[src/rtl/uart_pkg.sv]
// Shared UART constants used by the TX/RX blocks and the receive FIFO.
package uart_pkg;
  localparam int UART_DATA_W  = 8;
  localparam int PARITY_CNT_W = 8;
  localparam logic [PARITY_CNT_W-1:0] PARITY_CNT_MAX = 8'hFF;
endpackage

[src/rtl/uart_fifo_ram.sv]
// DEPTH x UART_DATA_W storage: one synchronous write port, one asynchronous read port.
module uart_fifo_ram
  import uart_pkg::*;
#(
  parameter int DEPTH  = 16,
  parameter int ADDR_W = 4
) (
  input  logic                   clk,
  input  logic                   we,
  input  logic [ADDR_W-1:0]      waddr,
  input  logic [UART_DATA_W-1:0] wdata,
  input  logic [ADDR_W-1:0]      raddr,
  output logic [UART_DATA_W-1:0] rdata
);

  logic [UART_DATA_W-1:0] mem [DEPTH];

  always_ff @(posedge clk) begin
    if (we) mem[waddr] <= wdata;
  end

  assign rdata = mem[raddr];

endmodule

[src/rtl/uart_rx_fifo.sv]
// Receive-side FWFT buffer behind the UART receiver, with a sticky overflow flag
// and a saturating parity-error counter.
module uart_rx_fifo
  import uart_pkg::*;
#(
  parameter int DEPTH       = 16,
  parameter int ADDR_W      = 4,
  parameter int AFULL_LEVEL = 12
) (
  input  logic                    clk,
  input  logic                    reset,
  input  logic [UART_DATA_W-1:0]  rx_byte,
  input  logic                    rx_valid,
  input  logic                    rx_parity_err,
  output logic [UART_DATA_W-1:0]  rd_data,
  output logic                    rd_valid,
  input  logic                    rd_ready,
  output logic [ADDR_W:0]         count,
  output logic                    full,
  output logic                    almost_full,
  output logic                    overflow,
  output logic [PARITY_CNT_W-1:0] parity_cnt,
  input  logic                    clear_errors
);

  localparam logic [ADDR_W:0] DEPTH_CNT = (ADDR_W+1)'(DEPTH);
  localparam logic [ADDR_W:0] AFULL_CNT = (ADDR_W+1)'(AFULL_LEVEL);

  function automatic logic [PARITY_CNT_W-1:0] sat_inc(input logic [PARITY_CNT_W-1:0] v);
    return (v == PARITY_CNT_MAX) ? v : v + 1'b1;
  endfunction

  logic [ADDR_W-1:0]      wr_ptr;
  logic [ADDR_W-1:0]      rd_ptr;
  logic [UART_DATA_W-1:0] ram_rdata;
  logic                   good_byte;
  logic                   push;
  logic                   pop;
  logic                   overflow_evt;

  // Flags decode only the registered count, so no input reaches them combinationally.
  assign rd_valid    = (count != '0);
  assign full        = (count == DEPTH_CNT);
  assign almost_full = (count >= AFULL_CNT);

  assign good_byte    = rx_valid & ~rx_parity_err;
  assign pop          = rd_valid & rd_ready;
  assign push         = good_byte & (~full | pop);
  assign overflow_evt = good_byte & full & ~pop;

  assign rd_data = rd_valid ? ram_rdata : '0;

  uart_fifo_ram #(
    .DEPTH  (DEPTH),
    .ADDR_W (ADDR_W)
  ) u_ram (
    .clk   (clk),
    .we    (push),
    .waddr (wr_ptr),
    .wdata (rx_byte),
    .raddr (rd_ptr),
    .rdata (ram_rdata)
  );

  always_ff @(posedge clk) begin
    if (reset) begin
      wr_ptr <= '0;
      rd_ptr <= '0;
      count  <= '0;
    end else begin
      if (push) wr_ptr <= wr_ptr + 1'b1;
      if (pop)  rd_ptr <= rd_ptr + 1'b1;
      case ({push, pop})
        2'b10:   count <= count + 1'b1;
        2'b01:   count <= count - 1'b1;
        default: count <= count;
      endcase
    end
  end

  // A new error event in the same cycle as clear_errors takes priority over the clear.
  always_ff @(posedge clk) begin
    if (reset) begin
      overflow   <= 1'b0;
      parity_cnt <= '0;
    end else begin
      if (overflow_evt)      overflow <= 1'b1;
      else if (clear_errors) overflow <= 1'b0;

      if (rx_parity_err)     parity_cnt <= clear_errors ? PARITY_CNT_W'(1) : sat_inc(parity_cnt);
      else if (clear_errors) parity_cnt <= '0;
    end
  end

endmodule

[config.mk]
export PLATFORM = sky130hd
export DESIGN_NAME = uart_rx_fifo
export DESIGN_NICKNAME = d
export VERILOG_FILES = /design/src/rtl/uart_pkg.sv /design/src/rtl/uart_fifo_ram.sv /design/src/rtl/uart_rx_fifo.sv
export SDC_FILE = /design/constraint.sdc
export NUM_CORES = 1
export LEC_CHECK = 0
export CORE_ASPECT_RATIO = 1.5
export CORE_UTILIZATION = 35
export CTS_CLUSTER_SIZE = 10
export DETAILED_ROUTE_END_ITERATION = 12
export GPL_ROUTABILITY_DRIVEN = 0
export PLACE_DENSITY = 0.53
export SLEW_MARGIN = 20
export SYNTH_ARGS = -nofsm -noshare
export SYNTH_HDL_FRONTEND = slang
export SYNTH_SLANG_ARGS = --single-unit
[constraint.sdc]
create_clock -name clk -period 3.6 [get_ports clk]
set_input_delay 0.54 -clock clk [delete_from_list [all_inputs] [get_ports clk]]
set_output_delay 0.54 -clock clk [all_outputs]
set_load 0.01 [all_outputs]
; ---- After elaboration in Yosys (flattened, before gate mapping)
; Memories as Yosys holds them, arrays and structs flattened. A register that Yosys moved wholly into a read port is not among the register bits.
; Index checks and enable logic that the tools add are counted.
[word_totals]
ff_bits = 22
mem_bits_rw = 128
input_bits = 14
out_inout_bits = 25
wordCells = 43
mem_count = 1
[mem_list]
columns = name, depth, word_bits, read_ports, rd_ports_with_merged_regs, wr, line
row1 = u_ram.mem, 16, 8, 1, 1, 1, uart_fifo_ram.sv:16  ; logic [UART_DATA_W-1:0] mem [DEPTH];
[classes]
n_addsub = 5
n_lt_le_gt_ge = 1
eq_ne = 5
muxes = 12
n_bitwise = 9
reduce_logical = 5
[ops]
columns = cell, count
row1 = $mux 8, 5
row2 = $pmux 5 s2, 1
row3 = $add 4x1->4 const B, 2
row4 = $add 8x1->8 const B, 1
row5 = $eq 8x8->1 const B, 1
row6 = $mux 4, 2
row7 = $reduce_bool 2->1, 3
row8 = $add 5x1->5 const B, 1
row9 = $and 1x1->1, 5
row10 = $eq 5x5->1 const B, 1
row11 = $ge 5x4->1 const B, 1
row12 = $reduce_bool 5->1, 1
row13 = $sub 5x1->5 const B, 1
row14 = $mux 1, 4
row15 = $not 1->1, 3
row16 = $eq 2x1->1 const B, 1
row17 = $eq 2x2->1 const B, 1
row18 = $ne 2x2->1 const B, 1
row19 = $reduce_and 2->1, 1
row20 = $or 1x1->1, 1

; ---- Longest topological paths before layout
[depth]
ltp_word = 6
depth_mapped = 10
mapped_depth_nobuf = 9

; ---- By module
; From an unflattened synthesis, not the netlist that was laid out.
[unflattened]
hier_cells = 354
area_unflattened_um2 = 6140.9
[modules_own_cells]
columns = mod, instances, cells_each, area_per_inst_um2, seq_area_each_um2
row1 = uart_fifo_ram, 1, 221, 4987.3, 3843.7
row2 = uart_rx_fifo, 1, 133, 1153.6, 440.4

; ---- Worst setup path after synthesis
; OpenSTA, ideal clock, no wires.
[synth_path]
path_type = flip-flop to flip-flop
from = reg count[1]
to = reg count[4]
setup_time_ps = 128
t_arrival_ps = 2483
required_ps = 3472
setup_slack_ps = 989
stages_incl_launch_ff = 11
cell_sequence = dfxtp_1 -> buf_6 -> or4_4 -> o211a_1 -> xor2_1 -> ha_1 -> or3_2 -> a21oi_1 -> a32oi_1 -> xnor2_1 -> nor2_1
[synth_between]
elab_chain_cells = 6
elab_cells_between_ends = 12
cone_classes = add/sub (2) / eq/ne (3) / mux (1) / bitwise (4) / reduce/logical (2)
[synth_lines]
columns = element, line
row1 = start: declaration, uart_rx_fifo.sv:18  ; output logic [ADDR_W:0] count,
row2 = start signal: assignment, uart_rx_fifo.sv:74  ; 2'b10: count <= count + 1'b1;
row3 = start signal: assignment, uart_rx_fifo.sv:75  ; 2'b01: count <= count - 1'b1;
row4 = start signal: assignment, uart_rx_fifo.sv:76  ; default: count <= count;
row5 = $reduce_bool 5->1 or $eq 5x5->1 (tied branches), "uart_rx_fifo.sv:42, uart_rx_fifo.sv:43"
row6 = $and 1x1->1 or $not 1->1 (tied branches), "uart_rx_fifo.sv:47, uart_rx_fifo.sv:48"
row7 = $or 1x1->1, uart_rx_fifo.sv:48  ; assign push = good_byte & (~full | pop);
row8 = $and 1x1->1, uart_rx_fifo.sv:48
row9 = $eq 2x1->1 or $eq 2x2->1 (tied branches), uart_rx_fifo.sv:73  ; case ({push, pop})
row10 = $pmux 5 s2 or $reduce_bool 2->1 (tied branches), --
; Parallel ways exist; a longest one is shown, timed or not.
; A chain may end at the register's enable or synchronous reset.

==> flow_summary.toml <==
[floorplanning]
start_util = 0.3583
rows = 59
die_w_um = 110.8
core_sq_um = 17350
floorplan.die.height_um = 165.2
io_pins = 39
dieArea_sq_um = 18310

[critical_path]
crit_path_start_kind = "flip-flop"
crit_path_end_kind = "output port"
required_ns = 3.06
path_max_fanout = 20
arrival_ns = 2.85
crit_type = "flip-flop to output port"

[clock_network]
cts_hold_buf = 0
cts_buffers = 17
htree_levels = 4
cts_root_buffer = "clkbuf_16"
path_clk_slew_ns = 0.06
post_cts_buffers = 0
cts.sinks = 154
clk_latency_ns = 0.41
cts_tree = "done"
post_cts_resize_count = 0
cts_buffer_depth = 2

[timing]
setup_viol = 0
min_period_over_period = 0.9418
tns_ns = 0
fmax_ghz = 0.2950
maxSlewHeadroom = 0.5230
period_minus_slack_ns = 3.390
grt_setup_unrepaired = "false"
drv_slew = 0
worst_slew_pin_slew_ns = 0.7145
hold_viol = 0
finalClockSkew_ns = 0.007914

[pwr]
p_comb_frac = 0.227
power.leakage_nw = 2.444
power_mw = 5.064
pwr-share-seq = 0.406
p_sw_mw = 1.286
power_density_nw_per_um2 = 667.5
internal-power_mw = 3.778
peakVddDrop_mv = 0.4952
switching_share = 0.2539
pwr-share-clk = 0.367

[final_layout]
ff_latch_area_sq_um = 4365
layout-drive-gt1-share = 0.2360
fillers = 1535
multiInputGateArea_sq_um = 1743
antenna_cells = 0
mostFrequentLayoutCells = "edfxtp_1, mux4_2, nor2_1, clkdlybuf4s50_1, dfxtp_1"
final_common_cell = "edfxtp_1"
final_nets = 438
area_growth_pct = 22.04

[hold_path]
hp-class = "flip-flop to flip-flop"

[routing]
routed_wl_um = 13170
viasPerCell = 5.125
drc_errors = 0
wire_per_inst_um = 20.55
first_pass_iters = 4
drt_iter0_markers = 220
postRouteAntennaNets = 0
num_vias = 3285

[global_route]
use_met3 = 0.03139
antenna_found_initial = 0
grt_pass1_vias = 3421
grt_max_degree = 33
gr-total-overflow = 0
grt_pass1_wl_um = 20050
busiest_layer = "met2"
met1_usage = 0.1822
grt.total_usage = 0.1534
grtUsageMet2 = 0.2730

[synth]
synthFlopType = "edfxtp_1"
yosys_register_bits = 154
ys_types = 40
syn_inst = 352
syn-num-nets = 374
netlist_area_sq_um = 6216
async_flop_share = 0
synth_edf_count = 128
seq_area_frac_synth = 0.7021
syn_avg_cell_area_sq_um = 17.66
yosys_warnings = 0

[placement]
hpwl_um = 8439
port_buffers = 38

[run]
cap_violations = 0

[outcome]
status = "finished, final reports clean"
[metal layers]
| layer | share of wire | wire [um] |
|---|---|---|
| met4 | 0.017 | 224 |
| met1 | 0.43 | 5637 |
| met5 | 0 | 0 |
| met2 | 0.52 | 6865 |
| met3 | 0.034 | 444 |
[power groups by stage]
stage / combinational (mW) / sequential (mW) / clock (mW)
floorplan: 0.739 / 2.07 / 0
global placement: 1.16 / 2.10 / 0
global route: 1.24 / 2.07 / 1.97
finish: 1.15 / 2.06 / 1.86
detailed placement: 1.17 / 2.10 / 0
CTS: 1.17 / 2.06 / 1.88
[synthesized netlist by cell type (2+ instances only)]
cell | instances | area (sq um)
edfxtp_1 | 128 | 3844
mux4_2 | 40 | 900.9
nor2_1 | 38 | 142.6
dfxtp_1 | 26 | 520.5
nor2b_1 | 10 | 62.56
clkbuf_1 | 9 | 33.78
inv_1 | 9 | 33.78
ha_1 | 8 | 100.1
nand2_1 | 8 | 30.03
xnor2_1 | 8 | 70.07
a21oi_1 | 7 | 35.03
nand3_1 | 7 | 35.03
nor3_1 | 6 | 30.03
o21ai_0 | 5 | 25.02
xor2_1 | 5 | 43.79
mux2i_1 | 4 | 40.04
buf_2 | 3 | 15.01
nand2b_1 | 3 | 18.77
a32oi_1 | 2 | 17.52
buf_6 | 2 | 22.52
o211ai_1 | 2 | 15.01
o31ai_1 | 2 | 15.01
or2_2 | 2 | 12.51
or3_2 | 2 | 15.01
[critical path, cell delays in order (launching register included)]
cell and delay [ns]:
dfxtp_2 0.51, buf_12 0.26, mux4_2 0.53, mux4_2 0.52
nor2b_1 0.16, clkdlybuf4s50_1 0.47
[flip-flops by register name (all words and copies together) (netlist names), named ones only]
signal,flops
u_ram.mem,128
parity_cnt,8
count,5
rd_ptr,4
wr_ptr,4
overflow,1
[through the flow]
step / instance area (sq um) / instances / setup WS (ns) / hold slack (ns) / utilization
finish: 7586 / 641 / 0.2096 / 0.4936 / 0.4373
global route: 7586 / 641 / 0.09877 / 0.5660 / 0.4373
CTS: 7586 / 641 / 0.1452 / 0.4979 / 0.4373
detailed placement: 6967 / 610 / 0.5838 / 0.4796 / 0.4016
global placement: 6967 / 610 / 0.6112 / 0.4719 / 0.4016
floorplan: 6216 / 352 / 0.9889 / 0.4532 / -
[cell type report]
type / count / share of cell area
clock buffers: 17 / 0.05608
clock inverters: 14 / 0.02556
inverters: 9 / 0.004453
multi-input cells: 174 / 0.2298
flip-flops and latches: 154 / 0.5755
well taps: 213 / 0.03513
repair buffers: 60 / 0.07356
[logic make-up (layout without fill, tap and decap cells)]
group / after synthesis / after routing / share of synthesized area
muxes: 44 / 44 / 0.1514
adders and majority gates: 8 / 8 / 0.01610
DFF: 154 / 154 / 0.7021
buffers and inverters: 24 / 100 / 0.01751
and+or+nand+nor: 84 / 84 / 0.06562
AOI/OAI and AO/OA: 25 / 25 / 0.02899
xor gates and xnor gates: 13 / 13 / 0.01832
[final timing paths]
check / startpoint / end / slack, ns / cells past startpoint
setup / recovery: flip-flop / rd_data[1] / 0.21 / 5
hold / removal: overflow / overflow / 0.49 / 2
hold reg to reg: overflow / overflow / 0.49 / 2
setup reg to reg: count[1] / count[4] / 1.01 / 9
Power figures use the tool's default switching activity.
==> RTL change: new RTL, config.mk and constraints unchanged <==
Put one more register stage on the output `parity_cnt`, cleared by the reset. The value now appears one clock later. The other outputs are not delayed to match.
--- a/src/rtl/uart_rx_fifo.sv
+++ b/src/rtl/uart_rx_fifo.sv
@@ -26,4 +26,6 @@
   localparam logic [ADDR_W:0] DEPTH_CNT = (ADDR_W+1)'(DEPTH);
   localparam logic [ADDR_W:0] AFULL_CNT = (ADDR_W+1)'(AFULL_LEVEL);
+
+  logic [PARITY_CNT_W-1:0] parity_cnt_s0;
 
   function automatic logic [PARITY_CNT_W-1:0] sat_inc(input logic [PARITY_CNT_W-1:0] v);
@@ -83,11 +85,19 @@
     if (reset) begin
       overflow   <= 1'b0;
-      parity_cnt <= '0;
+      parity_cnt_s0 <= '0;
     end else begin
       if (overflow_evt)      overflow <= 1'b1;
       else if (clear_errors) overflow <= 1'b0;
 
-      if (rx_parity_err)     parity_cnt <= clear_errors ? PARITY_CNT_W'(1) : sat_inc(parity_cnt);
-      else if (clear_errors) parity_cnt <= '0;
+      if (rx_parity_err)     parity_cnt_s0 <= clear_errors ? PARITY_CNT_W'(1) : sat_inc(parity_cnt_s0);
+      else if (clear_errors) parity_cnt_s0 <= '0;
+    end
+  end
+
+  always_ff @(posedge clk) begin
+    if (reset) begin
+      parity_cnt <= '0;
+    end else begin
+      parity_cnt <= parity_cnt_s0;
     end
   end
Check against the original RTL: not equivalent (a bounded check fails within 4 cycles, from zero or initial values and one cycle with reset high).
==> RTL change against the original RTL <==
  * Power is 2.5% higher
  * Wire length is 1.8% lower
  * Die area is 3.2% higher
  * Area after synthesis is 3.3% higher
  * Sequential cell count is 8 higher
  * Final area is 3.0% higher
  * Cell count is 3.3% higher
  * Worst setup slack worse by 0.014 ns
  * Largest cell class unchanged
  * Highest routed layer unchanged
==> RTL change: results <==
{
  "status": "complete, no violations",
  "cp_max_fo": 15,
  "multi_input_area_um2": 1800,
  "buffers": 61,
  "layout-drive-gt1-share": 0.227,
  "seqCellArea_um2": 4530,
  "peakVddDrop_mv": 0.556,
  "powerDensity_nw_per_um2": 664,
  "clk_share": 0.0788,
  "clock_buffers": 19,
  "grt_pass1_vias": 3548,
  "timing_worst_slew_pin_value_ns": 0.676,
  "drtIter0Drc": 153,
  "inv_count": 7,
  "fin_skew_ns": 0.0104,
  "dpl.hpwl_mm": 8.74,
  "grt_pass1_wl_mm": 20.3,
  "top_regs": "u_ram.mem x128, parity_cnt x8, parity_cnt_s0 x8",
  "p_sw_mw": 1.32,
  "crit_end": "rd_data[2]",
  "nMultiInputCombCells": 183,
  "r2r_setup_slack_ns": 0.91,
  "placed_cells": 630,
  "num_vias": 3350,
  "synth_top_cells_by_count": "128 x edfxtp_1, 40 x mux4_2, 36 x nor2_1",
  "synth_area_leaders": "edfxtp_1 60%, mux4_2 14%, dfxtp_1 11%",
  "ys_seq_area_frac": 0.705,
  "syn-num-nets": 389,
  "layout.nets": 454,
  "cp_slowest_cell": "dfxtp_2",
  "wl_mm": 12.9,
  "synth_seq_cells": 162,
  "worstPathArrival_ns": 2.86,
  "stdcell_count": 662,
  "power.share.clock": 0.360,
  "nFillCells": 1580,
  "synth.avg_cell_area_um2": 17.5,
  "grtUsageTotal": 0.150,
  "firstDrtPassIters": 4,
  "critPathMaxStageDelay_ns": 0.55,
  "power.leakage_nw": 2.55,
  "bufAreaShareNonClock": 0.0740
}
[RTL change: worst max-delay path: cells and delay by family (launching register included)]
family | cells | cell delay (ns)
muxes | 2 | 1.03
and+or+nand+nor | 1 | 0.15
DFF | 1 | 0.55
buffers and inverters | 2 | 0.71
[RTL change: cells by family after synthesis]
| group | share of synthesized area |
|---|---|
| fa+ha+maj | 0.0156 |
| compound gates | 0.0294 |
| xor+xnor | 0.0177 |
| buf+inv | 0.0152 |
| simple gates | 0.0707 |
| mux | 0.147 |
| flops | 0.705 |
[RTL change: routing by layer]
layer	vias up	track usage	part of all wire
met5	-	0	0
met4	0	0.0655	0.018
met3	14	0.0407	0.035
met2	91	0.258	0.53
met1	1694	0.174	0.42
li1	1551	-	-
[RTL change: stage by stage]
stage               setup WS, ns  instance area (um2)  hold slack [ns]
CTS                        0.129                 7820            0.475
floorplan                  0.989                 6420            0.456
detailed placement         0.557                 7200            0.463
global route              0.0878                 7820            0.505
global placement           0.577                 7200            0.463
finish                     0.196                 7820            0.468
